File: src/rtl/decode_pkg.sv
// decode_pkg: shared widths, functional unit IDs and the queue entry layout
package decode_pkg;
  localparam int addressWidth = 64;
  localparam int instructionWidth = 32;
  localparam int PidSize = 20;
  localparam int TidSize = 16;
  localparam int instructionCounterWidth = 64;
  localparam int PrimOpcodeSize = 6;
  typedef enum logic [3:0] {
    FU_NONE, FU_ALU, FU_LSU, FU_BRANCH, FU_FPU, FU_VECTOR, FU_SYSTEM
  } functionalUnit_t;
  // instruction keeps POWER bit numbering: bit 0 is the most significant
  typedef struct packed {
    logic [0:instructionWidth-1]        instruction;
    logic [addressWidth-1:0]            address;
    logic                               is64Bit;
    logic [PidSize-1:0]                 pid;
    logic [TidSize-1:0]                 tid;
    logic [instructionCounterWidth-1:0] majId;
  } queueEntry_t;
  function automatic logic [PrimOpcodeSize-1:0] primOpcode(input logic [0:instructionWidth-1] instr);
    return instr[0:PrimOpcodeSize-1];
  endfunction
endpackage

File: src/rtl/decode_instruction_queue_if.sv
// decode_instruction_queue_if: fetch-side and decoder-side signals of the instruction queue
interface decode_instruction_queue_if #(
  parameter int instructionCounterWidth = decode_pkg::instructionCounterWidth,
  parameter int queueIndexWidth = 2
);
  logic                                          flush_i;
  logic                                          enable_i;
  logic [0:decode_pkg::instructionWidth-1]       instruction_i;
  logic [decode_pkg::addressWidth-1:0]           instructionAddress_i;
  logic                                          is64Bit_i;
  logic [decode_pkg::PidSize-1:0]                instructionPid_i;
  logic [decode_pkg::TidSize-1:0]                instructionTid_i;
  logic                                          full_o;
  logic                                          overflow_o;
  logic                                          stall_i;
  logic                                          enable_o;
  logic [decode_pkg::PrimOpcodeSize-1:0]         instructionOpcode_o;
  logic [0:decode_pkg::instructionWidth-1]       instruction_o;
  logic [decode_pkg::addressWidth-1:0]           instructionAddress_o;
  logic                                          is64Bit_o;
  logic [decode_pkg::PidSize-1:0]                instructionPid_o;
  logic [decode_pkg::TidSize-1:0]                instructionTid_o;
  logic [instructionCounterWidth-1:0]            instructionMajId_o;
  logic [queueIndexWidth:0]                      count_o;
  modport master (
    output flush_i, enable_i, instruction_i, instructionAddress_i, is64Bit_i,
           instructionPid_i, instructionTid_i, stall_i,
    input  full_o, overflow_o, enable_o, instructionOpcode_o, instruction_o,
           instructionAddress_o, is64Bit_o, instructionPid_o, instructionTid_o,
           instructionMajId_o, count_o
  );
  modport slave (
    input  flush_i, enable_i, instruction_i, instructionAddress_i, is64Bit_i,
           instructionPid_i, instructionTid_i, stall_i,
    output full_o, overflow_o, enable_o, instructionOpcode_o, instruction_o,
           instructionAddress_o, is64Bit_o, instructionPid_o, instructionTid_o,
           instructionMajId_o, count_o
  );
endinterface

File: src/rtl/sync_fifo_ptrs.sv
// sync_fifo_ptrs: head/tail/occupancy tracking for a power-of-two ring buffer with flush
module sync_fifo_ptrs #(
  parameter int depth = 4,
  parameter int indexWidth = 2
) (
  input  logic                  clock,
  input  logic                  resetN,
  input  logic                  flush,
  input  logic                  pushReq,
  input  logic                  popReq,
  output logic                  pushEn,
  output logic                  popEn,
  output logic [indexWidth-1:0] head,
  output logic [indexWidth-1:0] tail,
  output logic [indexWidth:0]   count,
  output logic                  full
);
  logic empty;
  assign full = count == (indexWidth + 1)'(depth);
  assign empty = count == '0;
  // push is judged against the pre-pop occupancy, so a full queue refuses even when draining
  assign pushEn = pushReq && !full && !flush;
  assign popEn = popReq && !empty && !flush;
  always_ff @(posedge clock or negedge resetN)
    if (!resetN) begin
      head <= '0;
      tail <= '0;
      count <= '0;
    end else if (flush) begin
      head <= '0;
      tail <= '0;
      count <= '0;
    end else begin
      head <= head + indexWidth'(popEn);
      tail <= tail + indexWidth'(pushEn);
      count <= count + (indexWidth + 1)'(pushEn) - (indexWidth + 1)'(popEn);
    end
endmodule

File: src/rtl/decode_instruction_queue.sv
// decode_instruction_queue: elastic FIFO between fetch and the format decoders, assigns major IDs
module decode_instruction_queue
  import decode_pkg::queueEntry_t, decode_pkg::primOpcode;
#(
  parameter int queueDepth = 4,
  parameter int queueIndexWidth = 2,
  parameter int instructionCounterWidth = decode_pkg::instructionCounterWidth
) (
  input logic                     clock_i,
  input logic                     reset_i,
  decode_instruction_queue_if.slave bus
);
  queueEntry_t mem [queueDepth];
  queueEntry_t outEntry;
  logic [queueIndexWidth-1:0] head, tail;
  logic [instructionCounterWidth-1:0] majId;
  logic pushEn, popEn, outValid, overflow;
  sync_fifo_ptrs #(.depth(queueDepth), .indexWidth(queueIndexWidth)) ptrs (
    .clock(clock_i),
    .resetN(reset_i),
    .flush(bus.flush_i),
    .pushReq(bus.enable_i),
    .popReq(!bus.stall_i),
    .pushEn(pushEn),
    .popEn(popEn),
    .head(head),
    .tail(tail),
    .count(bus.count_o),
    .full(bus.full_o)
  );
  always_ff @(posedge clock_i)
    if (pushEn) mem[tail] <= '{
      instruction: bus.instruction_i,
      address: bus.instructionAddress_i,
      is64Bit: bus.is64Bit_i,
      pid: bus.instructionPid_i,
      tid: bus.instructionTid_i,
      majId: decode_pkg::instructionCounterWidth'(majId)
    };
  // major ID survives flushes so IDs stay unique across redirects
  always_ff @(posedge clock_i or negedge reset_i)
    if (!reset_i) begin
      majId <= '0;
      overflow <= 1'b0;
      outValid <= 1'b0;
      outEntry <= '0;
    end else begin
      if (pushEn) majId <= majId + instructionCounterWidth'(1);
      if (bus.enable_i && bus.full_o && !bus.flush_i) overflow <= 1'b1;
      outValid <= popEn;
      if (popEn) outEntry <= mem[head];
    end
  assign bus.overflow_o = overflow;
  assign bus.enable_o = outValid;
  assign bus.instructionOpcode_o = primOpcode(outEntry.instruction);
  assign bus.instruction_o = outEntry.instruction;
  assign bus.instructionAddress_o = outEntry.address;
  assign bus.is64Bit_o = outEntry.is64Bit;
  assign bus.instructionPid_o = outEntry.pid;
  assign bus.instructionTid_o = outEntry.tid;
  assign bus.instructionMajId_o = outEntry.majId[instructionCounterWidth-1:0];
endmodule
File: src/flat_wrapper.sv
// flat-port wrapper written by rule: the top's interface ports become plain ports
module decode_instruction_queue_flat import decode_pkg::queueEntry_t, decode_pkg::primOpcode;
#(
  parameter int queueDepth = 4,
  parameter int queueIndexWidth = 2,
  parameter int instructionCounterWidth = decode_pkg::instructionCounterWidth
)
  (clock_i, reset_i, bus_flush_i, bus_enable_i, bus_instruction_i, bus_instructionAddress_i, bus_is64Bit_i, bus_instructionPid_i, bus_instructionTid_i, bus_stall_i, bus_full_o, bus_overflow_o, bus_enable_o, bus_instructionOpcode_o, bus_instruction_o, bus_instructionAddress_o, bus_is64Bit_o, bus_instructionPid_o, bus_instructionTid_o, bus_instructionMajId_o, bus_count_o);
  decode_instruction_queue_if #(.instructionCounterWidth(instructionCounterWidth), .queueIndexWidth(queueIndexWidth)) bus_i ();
  input logic clock_i;
  input logic reset_i;
  input wire logic [$bits(bus_i.flush_i)-1:0] bus_flush_i;
  input wire logic [$bits(bus_i.enable_i)-1:0] bus_enable_i;
  input wire logic [$bits(bus_i.instruction_i)-1:0] bus_instruction_i;
  input wire logic [$bits(bus_i.instructionAddress_i)-1:0] bus_instructionAddress_i;
  input wire logic [$bits(bus_i.is64Bit_i)-1:0] bus_is64Bit_i;
  input wire logic [$bits(bus_i.instructionPid_i)-1:0] bus_instructionPid_i;
  input wire logic [$bits(bus_i.instructionTid_i)-1:0] bus_instructionTid_i;
  input wire logic [$bits(bus_i.stall_i)-1:0] bus_stall_i;
  output wire logic [$bits(bus_i.full_o)-1:0] bus_full_o;
  output wire logic [$bits(bus_i.overflow_o)-1:0] bus_overflow_o;
  output wire logic [$bits(bus_i.enable_o)-1:0] bus_enable_o;
  output wire logic [$bits(bus_i.instructionOpcode_o)-1:0] bus_instructionOpcode_o;
  output wire logic [$bits(bus_i.instruction_o)-1:0] bus_instruction_o;
  output wire logic [$bits(bus_i.instructionAddress_o)-1:0] bus_instructionAddress_o;
  output wire logic [$bits(bus_i.is64Bit_o)-1:0] bus_is64Bit_o;
  output wire logic [$bits(bus_i.instructionPid_o)-1:0] bus_instructionPid_o;
  output wire logic [$bits(bus_i.instructionTid_o)-1:0] bus_instructionTid_o;
  output wire logic [$bits(bus_i.instructionMajId_o)-1:0] bus_instructionMajId_o;
  output wire logic [$bits(bus_i.count_o)-1:0] bus_count_o;
  assign bus_i.flush_i = bus_flush_i;
  assign bus_i.enable_i = bus_enable_i;
  assign bus_i.instruction_i = bus_instruction_i;
  assign bus_i.instructionAddress_i = bus_instructionAddress_i;
  assign bus_i.is64Bit_i = bus_is64Bit_i;
  assign bus_i.instructionPid_i = bus_instructionPid_i;
  assign bus_i.instructionTid_i = bus_instructionTid_i;
  assign bus_i.stall_i = bus_stall_i;
  assign bus_full_o = bus_i.full_o;
  assign bus_overflow_o = bus_i.overflow_o;
  assign bus_enable_o = bus_i.enable_o;
  assign bus_instructionOpcode_o = bus_i.instructionOpcode_o;
  assign bus_instruction_o = bus_i.instruction_o;
  assign bus_instructionAddress_o = bus_i.instructionAddress_o;
  assign bus_is64Bit_o = bus_i.is64Bit_o;
  assign bus_instructionPid_o = bus_i.instructionPid_o;
  assign bus_instructionTid_o = bus_i.instructionTid_o;
  assign bus_instructionMajId_o = bus_i.instructionMajId_o;
  assign bus_count_o = bus_i.count_o;
  decode_instruction_queue #(.queueDepth(queueDepth), .queueIndexWidth(queueIndexWidth), .instructionCounterWidth(instructionCounterWidth)) u_core (.clock_i(clock_i), .reset_i(reset_i), .bus(bus_i));
endmodule
File: config.mk
export PLATFORM = sky130hd
export DESIGN_NAME = decode_instruction_queue_flat
export DESIGN_NICKNAME = d
export VERILOG_FILES = /design/src/rtl/decode_pkg.sv /design/src/rtl/decode_instruction_queue_if.sv /design/src/rtl/sync_fifo_ptrs.sv /design/src/rtl/decode_instruction_queue.sv /design/src/flat_wrapper.sv
export SDC_FILE = /design/constraint.sdc
export NUM_CORES = 1
export LEC_CHECK = 0
export CAP_MARGIN = 5
export CORE_MARGIN = 10
export CORE_UTILIZATION = 50
export CTS_CLUSTER_SIZE = 28
export DETAILED_ROUTE_END_ITERATION = 8
export HOLD_SLACK_MARGIN = 0.02
export PLACE_DENSITY = 0.68
export SLEW_MARGIN = 20
export SYNTH_ARGS = -nofsm -noshare
export SYNTH_HDL_FRONTEND = slang
export SYNTH_SLANG_ARGS = --single-unit
File: constraint.sdc
create_clock -name clock_i -period 18.7 [get_ports clock_i]
set_input_delay 1.87 -clock clock_i [delete_from_list [all_inputs] [get_ports clock_i]]
set_output_delay 1.87 -clock clock_i [all_outputs]
set_load 0.02 [all_outputs]
==> results of run 1 <==
power by group through the flow:
stage               Clock, mW  Sequential, mW  Combinational, mW
global placement            0            3.05               1.44
CTS                      2.13            3.01               1.46
detailed placement          0            3.06               1.45
finish                   2.08            3.01               1.43
floorplan                   0            3.29              0.522
global route             2.23            3.04               1.51
worst reg2reg max path, stage by stage (launching register included):
cell     delay [ps]
dfrtp_1         420
nor3b_2         180
nor3b_1         200
buf_4           210
nand2_1         100
nor2_4          470
buf_4           830
buf_4          1010
state kept, by name (all words and copies together) (netlist names):
register / flops
u_core.mem: 788
u_core.bus.instructionAddress_o: 64
u_core.bus.instructionMajId_o: 64
u_core.majId: 64
u_core.bus.instruction_o: 32
u_core.bus.instructionPid_o: 20
u_core.bus.instructionTid_o: 16
u_core.ptrs.count: 3
u_core.ptrs.head: 2
u_core.ptrs.tail: 2
u_core.bus.enable_o: 1
u_core.bus.is64Bit_o: 1
u_core.bus.overflow_o: 1
final cells by class:
type	count	area [sq um]	area share, %
flip-flops and latches	1058	30430	64.46
diodes	3	7.507	0.01590
inverters	18	67.56	0.1431
multi-input cells	621	8228	17.43
clock buffers	146	2943	6.234
repair buffers	371	3685	7.806
clock inverters	53	544.3	1.153
well taps	1040	1301	2.757
per-stage QoR:
step	util [%]	worst slack [ps]	area, sq um	instances	total power, mW
CTS	61.02	13420	47190	3307	6.610
global placement	56.51	12730	43700	3108	4.485
floorplan	-	485.4	39010	1770	3.812
detailed placement	56.51	12740	43700	3108	4.514
global route	61.03	13200	47200	3310	6.786
finish	61.03	13490	47200	3310	6.518
kinds of logic (layout without fill, tap and decap cells):
kind of cell | Yosys count | after routing | synth area share, %
muxes | 395 | 395 | 17.09
adders and majority gates | 6 | 6 | 0.2117
AOI/OAI and AO/OA | 1 | 1 | 0.02246
xor gates and xnor gates | 67 | 67 | 1.504
and+or+nand+nor | 152 | 152 | 2.194
other | 0 | 3 | 0
buffers and inverters | 91 | 588 | 1.004
DFF | 1058 | 1058 | 77.98
per-layer routing:
metal	GRT usage, %	part of all wire, %	vias up
met2	30.34	51	482
met4	5.763	2.1	6
met3	3.481	5.3	114
met5	0	0.045	-
met1	23.67	41	9652
li1	-	-	7950
Yosys cell counts, drive strengths merged (14+ instances only):
cell	n
buf	40
xor2	30
mux2	198
dfrtp	270
inv	18
nand3	27
nor2	28
xnor2	37
nor3	14
mux4	197
nor4	16
nand4	25
nand2	20
edfxtp	788
clkbuf	33
path summary, 6_finish.rpt:
path | from | end | slack [ps] | depth (start not counted)
setup / recovery | bus_flush_i | u_core.mem[1][173] | 13490 | 7
hold / removal | u_core.bus.overflow_o | u_core.bus.overflow_o | 480 | 1
setup reg to reg | u_core.ptrs.count[2] | u_core.mem[1][173] | 14830 | 7
hold reg to reg | u_core.bus.overflow_o | u_core.bus.overflow_o | 480 | 1
max in group asynchronous | reset_i | u_core.ptrs.head[0] | 15360 | 3
min in group asynchronous | reset_i | u_core.bus.instructionTid_o[1] | 1170 | 1
==> out/qor.yml, run 1 <==
synth:
  syn_area_sq_um: 39010
  synth-seq-cells: 1058
  synth_edf_count: 788
  synth.top_cells.by_area: "edfxtp_1 61%, dfrtp_1 17%, mux4_2 11%, mux2_2 5.7%, xnor2_1 0.83%"
  synth_ff_type: "edfxtp_1"
  ys_seq_area_share_pct: 77.98
  synth_cell_types: 36
  synth_nets: 1914
  syn_area_per_cell_sq_um: 22.04
  yosysTopAreaCell: "edfxtp_1"
  async_flop_share_pct: 25.52
  yosysWarnings: 0
  netlist_instances: 1770
  yosys.area.top_type_share_pct: 60.66
detailed_routing:
  avgViaCountPerCell: 5.500
  drt_iter0_drc: 1262
  wirelength_microns: 80790
  wl_per_cell_microns: 24.41
  drtAntennaViolNets: 0
  vias: 18200
  drcViolationCount: 0
  drtPass1Iterations: 5
global_routing:
  grt_max_degree: 160
  grt_pass1_vias: 19520
  gr-total-overflow: 0
  antenna_found_initial: 6
  grt_pass1_wl_microns: 123700
  grtUsageTotal_pct: 18.06
floorplanning:
  dieWidth_microns: 299.3
  die_y_microns: 299.3
  coreArea_sq_um: 77340
  start_util_pct: 50.44
  ios: 347
  rows: 102
  dieArea_sq_um: 89600
clock_tree:
  clk_pin_slew_worst_paths_ps: 60
  ctsHoldBuffers: 0
  clkLatencyLatePin_ps: 660
  cts_tree: "done"
  cts-root-buf: "clkbuf_16"
  clock_sinks: 1058
  cts-buffers-inserted: 105
  cts.path.max_buffers: 3
  htree_levels: 3
  cts_setup_buffers: 0
  cts.repair.resized: 0
setup_path:
  arrival_ps: 5480
  cp-start-kind: "input pin"
  worstPathRequired_ps: 18970
  critPathCaptureType: "flop"
  slowest_stage: "buf_4"
  cp_max_fo: 67
  cp_num_buf_inv: 4
  worstPathCellList: "clkdlybuf4s50_1 -> nor3b_1 -> buf_4 -> nand2_1 -> nor2_4 -> buf_4 -> buf_4"
  critical-path-max-stage-delay_ps: 940
  cpLargestDelayFamily: "buffers and inverters"
  crit_top_cell: "buf_4"
  critical_path_class: "input pin to flop"
pwr:
  irDropWorstVdd_uv: 97.04
  pwr-share-seq_pct: 46.1
  p_clk_share_pct: 32.0
  p_sw_mw: 1.727
  p_leak_nw: 16.26
  power_density_nw_per_um2: 138.1
  internal_power_mw: 4.791
  p_sw_share_pct: 26.50
  pwr-share-comb_pct: 21.9
finish:
  drive_gt1_share_pct: 26.38
  n_fill_cell: 5457
  mostFrequentLayoutCells: "788 x edfxtp_1, 345 x clkdlybuf4s50_1, 268 x dfrtp_1, 198 x mux2_2, 197 x mux4_2"
  areaGrowthSynthToFinish_pct: 21.00
  final_common_cell: "edfxtp_1"
  nets: 2319
hold_path:
  min_path_type: "flop to flop"
sta:
  slew_viol_final: 0
  tns_ps: 0
  period_needed_ps: 5212
  max_freq_ghz: 0.1919
  max_slew.worst_pin.slew_ps: 1093
  hold_viol: 0
  hold_slack_ps: 484.1
  fin_crit_sh_pct: 27.87
  timing.slew.headroom_pct: 27.10
  setup_viol_count_final: 0
  skew_ps: 22.20
  rsz0062_at_grt: "no"
flow_run:
  cap_violations: 0
place:
  port-buffer-count: 346
  dp_hpwl_microns: 48630
  routabilityCongestion: 0.7599
outcome:
  outcome: "finished clean"
No activity file was read; power rests on OpenSTA's default activity.
==> run 2: changes to the inputs <==
Settings changed: PLACE_DENSITY 0.68 to 0.7.
Clock period 18.7 ns to 4.6 ns, I/O delays scaled along.
==> out/qor.yml, run 2 (synthesis results as in run 1) <==
finish:
  areaGrowthSynthToFinish_pct: 21.28
  nets: 2317  # -0.086%
  largest_reg_flops: 788  # unchanged
  mostFrequentLayoutCells: "788 x edfxtp_1, 345 x clkdlybuf4s50_1, 266 x dfrtp_1, 198 x mux2_2, 197 x mux4_2"
  top_register: "u_core.mem"
  final_common_cell: "edfxtp_1"
  drive_gt1_share_pct: 26.32  # -0.063 points
setup_path:
  r2r_end: "u_core.majId[60]"
  crit_path_start: "u_core.ptrs.count[0]"
  ff2ff_path_depth: 6  # -1
  cp-start-kind: "flop"
  rrSetupSlack_ps: 1820  # -13,010 ps
  worstPathRequired_ps: 4140  # -14,830 ps
  arrival_ps: 2460  # -3020 ps
  rr_startpoint: "u_core.majId[1]"
  critPathCaptureType: "primary output"
  worstPathCellList: "nor3b_4 -> clkdlybuf4s50_1"
  slowest_stage: "clkdlybuf4s50_1"
  critical-path-max-stage-delay_ps: 740  # -200 ps
  cp_num_buf_inv: 1  # -3
  critical_path_class: "flop to primary output"
  cp_max_fo: 8  # -88%
  cpLargestDelayFamily: "buffers and inverters"
floorplanning:
  rows: 102  # unchanged
  die_y_microns: 299.3  # unchanged
  dieWidth_microns: 299.3  # unchanged
  ios: 347  # unchanged
  dieArea_sq_um: 89600  # unchanged
  start_util_pct: 50.44  # unchanged
  coreArea_sq_um: 77340  # unchanged
detailed_routing:
  drcViolationCount: 0  # unchanged
  wirelength_microns: 81010  # +0.27%
  wl_per_cell_microns: 24.49  # +0.33%
  vias: 18260  # +0.28%
  avgViaCountPerCell: 5.518  # +0.34%
  drtPass1Iterations: 4  # -1
  drtAntennaViolNets: 0  # unchanged
  drt_iter0_drc: 1161  # -8.0%
global_routing:
  gr-total-overflow: 0  # unchanged
  grt_max_degree: 134  # -16%
  grt_pass1_vias: 19750  # +1.2%
  grt_pass1_wl_microns: 124400  # +0.54%
  antenna_found_initial: 9  # +3
  grtUsageTotal_pct: 18.11  # +0.057 points
flow_run:
  cap_violations: 0  # unchanged
place:
  dpl_worst_slack_ps: 1275  # -11,470 ps
  port-buffer-count: 346  # unchanged
  dp_hpwl_microns: 49070  # +0.91%
  routabilityCongestion: 0.7484  # -1.5%
clock_tree:
  clock_sinks: 1058  # unchanged
  clk_pin_slew_worst_paths_ps: 60  # about the same
  cts-root-buf: "clkbuf_16"
  cts.repair.resized: 0  # unchanged
  clkLatencyLatePin_ps: 660  # about the same
  htree_levels: 3  # unchanged
  cts.path.max_buffers: 3  # unchanged
  cts_setup_buffers: 0  # unchanged
  cts-buffers-inserted: 104  # -0.95%
  cts_tree: "done"
sta:
  period_needed_ps: 2918
  slew_viol_final: 0  # unchanged
  skew_ps: 23.99  # +1.793 ps
  setup_viol_count_final: 0  # unchanged
  timing.final.ws_setup_ps: 1682  # -11,810 ps
  hold_viol: 0  # unchanged
  rsz0062_at_grt: "no"
  max_slew.worst_pin.slew_ps: 1086  # -7.402 ps
  timing.slew.headroom_pct: 27.60  # +0.49 points
  fin_crit_sh_pct: 63.44
  max_freq_ghz: 0.3427
pwr:
  irDropWorstVdd_uv: 365.5  # +280%
  pwr-share-seq_pct: 46.8  # +0.7 points
  p_sw_share_pct: 26.95  # +0.45 points
  p_sw_mw: 7.078  # +310%
  p_leak_nw: 16.23  # -0.17%
  power_mw: 26.26  # +300%
  pwr-share-comb_pct: 22.1  # +0.2 points
  internal_power_mw: 19.18  # +300%
  power_density_nw_per_um2: 555.1  # +300%
  p_clk_share_pct: 31.1  # -0.9 points
outcome:
  outcome: "finished clean"
hold_path:
  min_path_type: "input pin to async pin"
-- run 2: cell type report --
type	instances	area (sq um)
flip-flops and latches	1058	30430
clock inverters	47	426.7
repair buffers	370	3901
fillers	5379	30030
clock buffers	147	2917
inverters	18	67.56
well taps	1040	1301
multi-input cells	621	8252
diodes	7	17.52
-- run 2: power groups by stage --
stage               clock network [mW]  registers [mW]  logic, mW
floorplan                            0            13.3       2.13
detailed placement                   0            12.5       5.91
finish                            8.17            12.3       5.80
global route                      8.77            12.4       6.15
global placement                     0            12.4       5.82
CTS                               8.36            12.3       5.95
-- run 2: metrics by stage --
stage,TNS (ps),area [sq um],instances,hold WS (ps),utilization (%)
after floorplan,-376990,39050,1770,164.4,-
after global placement,0,43940,3106,459.9,56.82
after detailed placement,0,43940,3106,480.0,56.82
after CTS,0,47290,3301,389.8,61.15
after global routing,0,47310,3308,421.0,61.17
final,0,47310,3308,419.1,61.17
-- run 2: repair_timing --
action                     4_1_cts  5_1_grt
hold buffers                     1        0
setup endpoints to repair        0        0
hold endpoints to repair        96        0
-- run 2: how the worst max path moves through the flow --
stage | to | slack, ps | depth (start not counted)
6_report | bus_full_o | 1680 | 2
3_3_place_gp | u_core.mem[2][69] | 1370 | 4
4_1_cts | bus_full_o | 1620 | 2
5_1_grt | u_core.majId[56] | 1540 | 6
2_1_floorplan | u_core.mem[0][0] | -1910 | 3
3_5_place_dp | u_core.mem[2][69] | 1270 | 4
-- run 2: per-layer routing --
metal	track usage, %	wire, microns	up-vias	part of all wire [%]
li1	-	-	7955	-
met1	23.43	33000	9711	41
met2	30.51	41840	481	52
met3	3.957	4559	104	5.6
met4	5.632	1587	4	2.0
met5	0	23	-	0.028
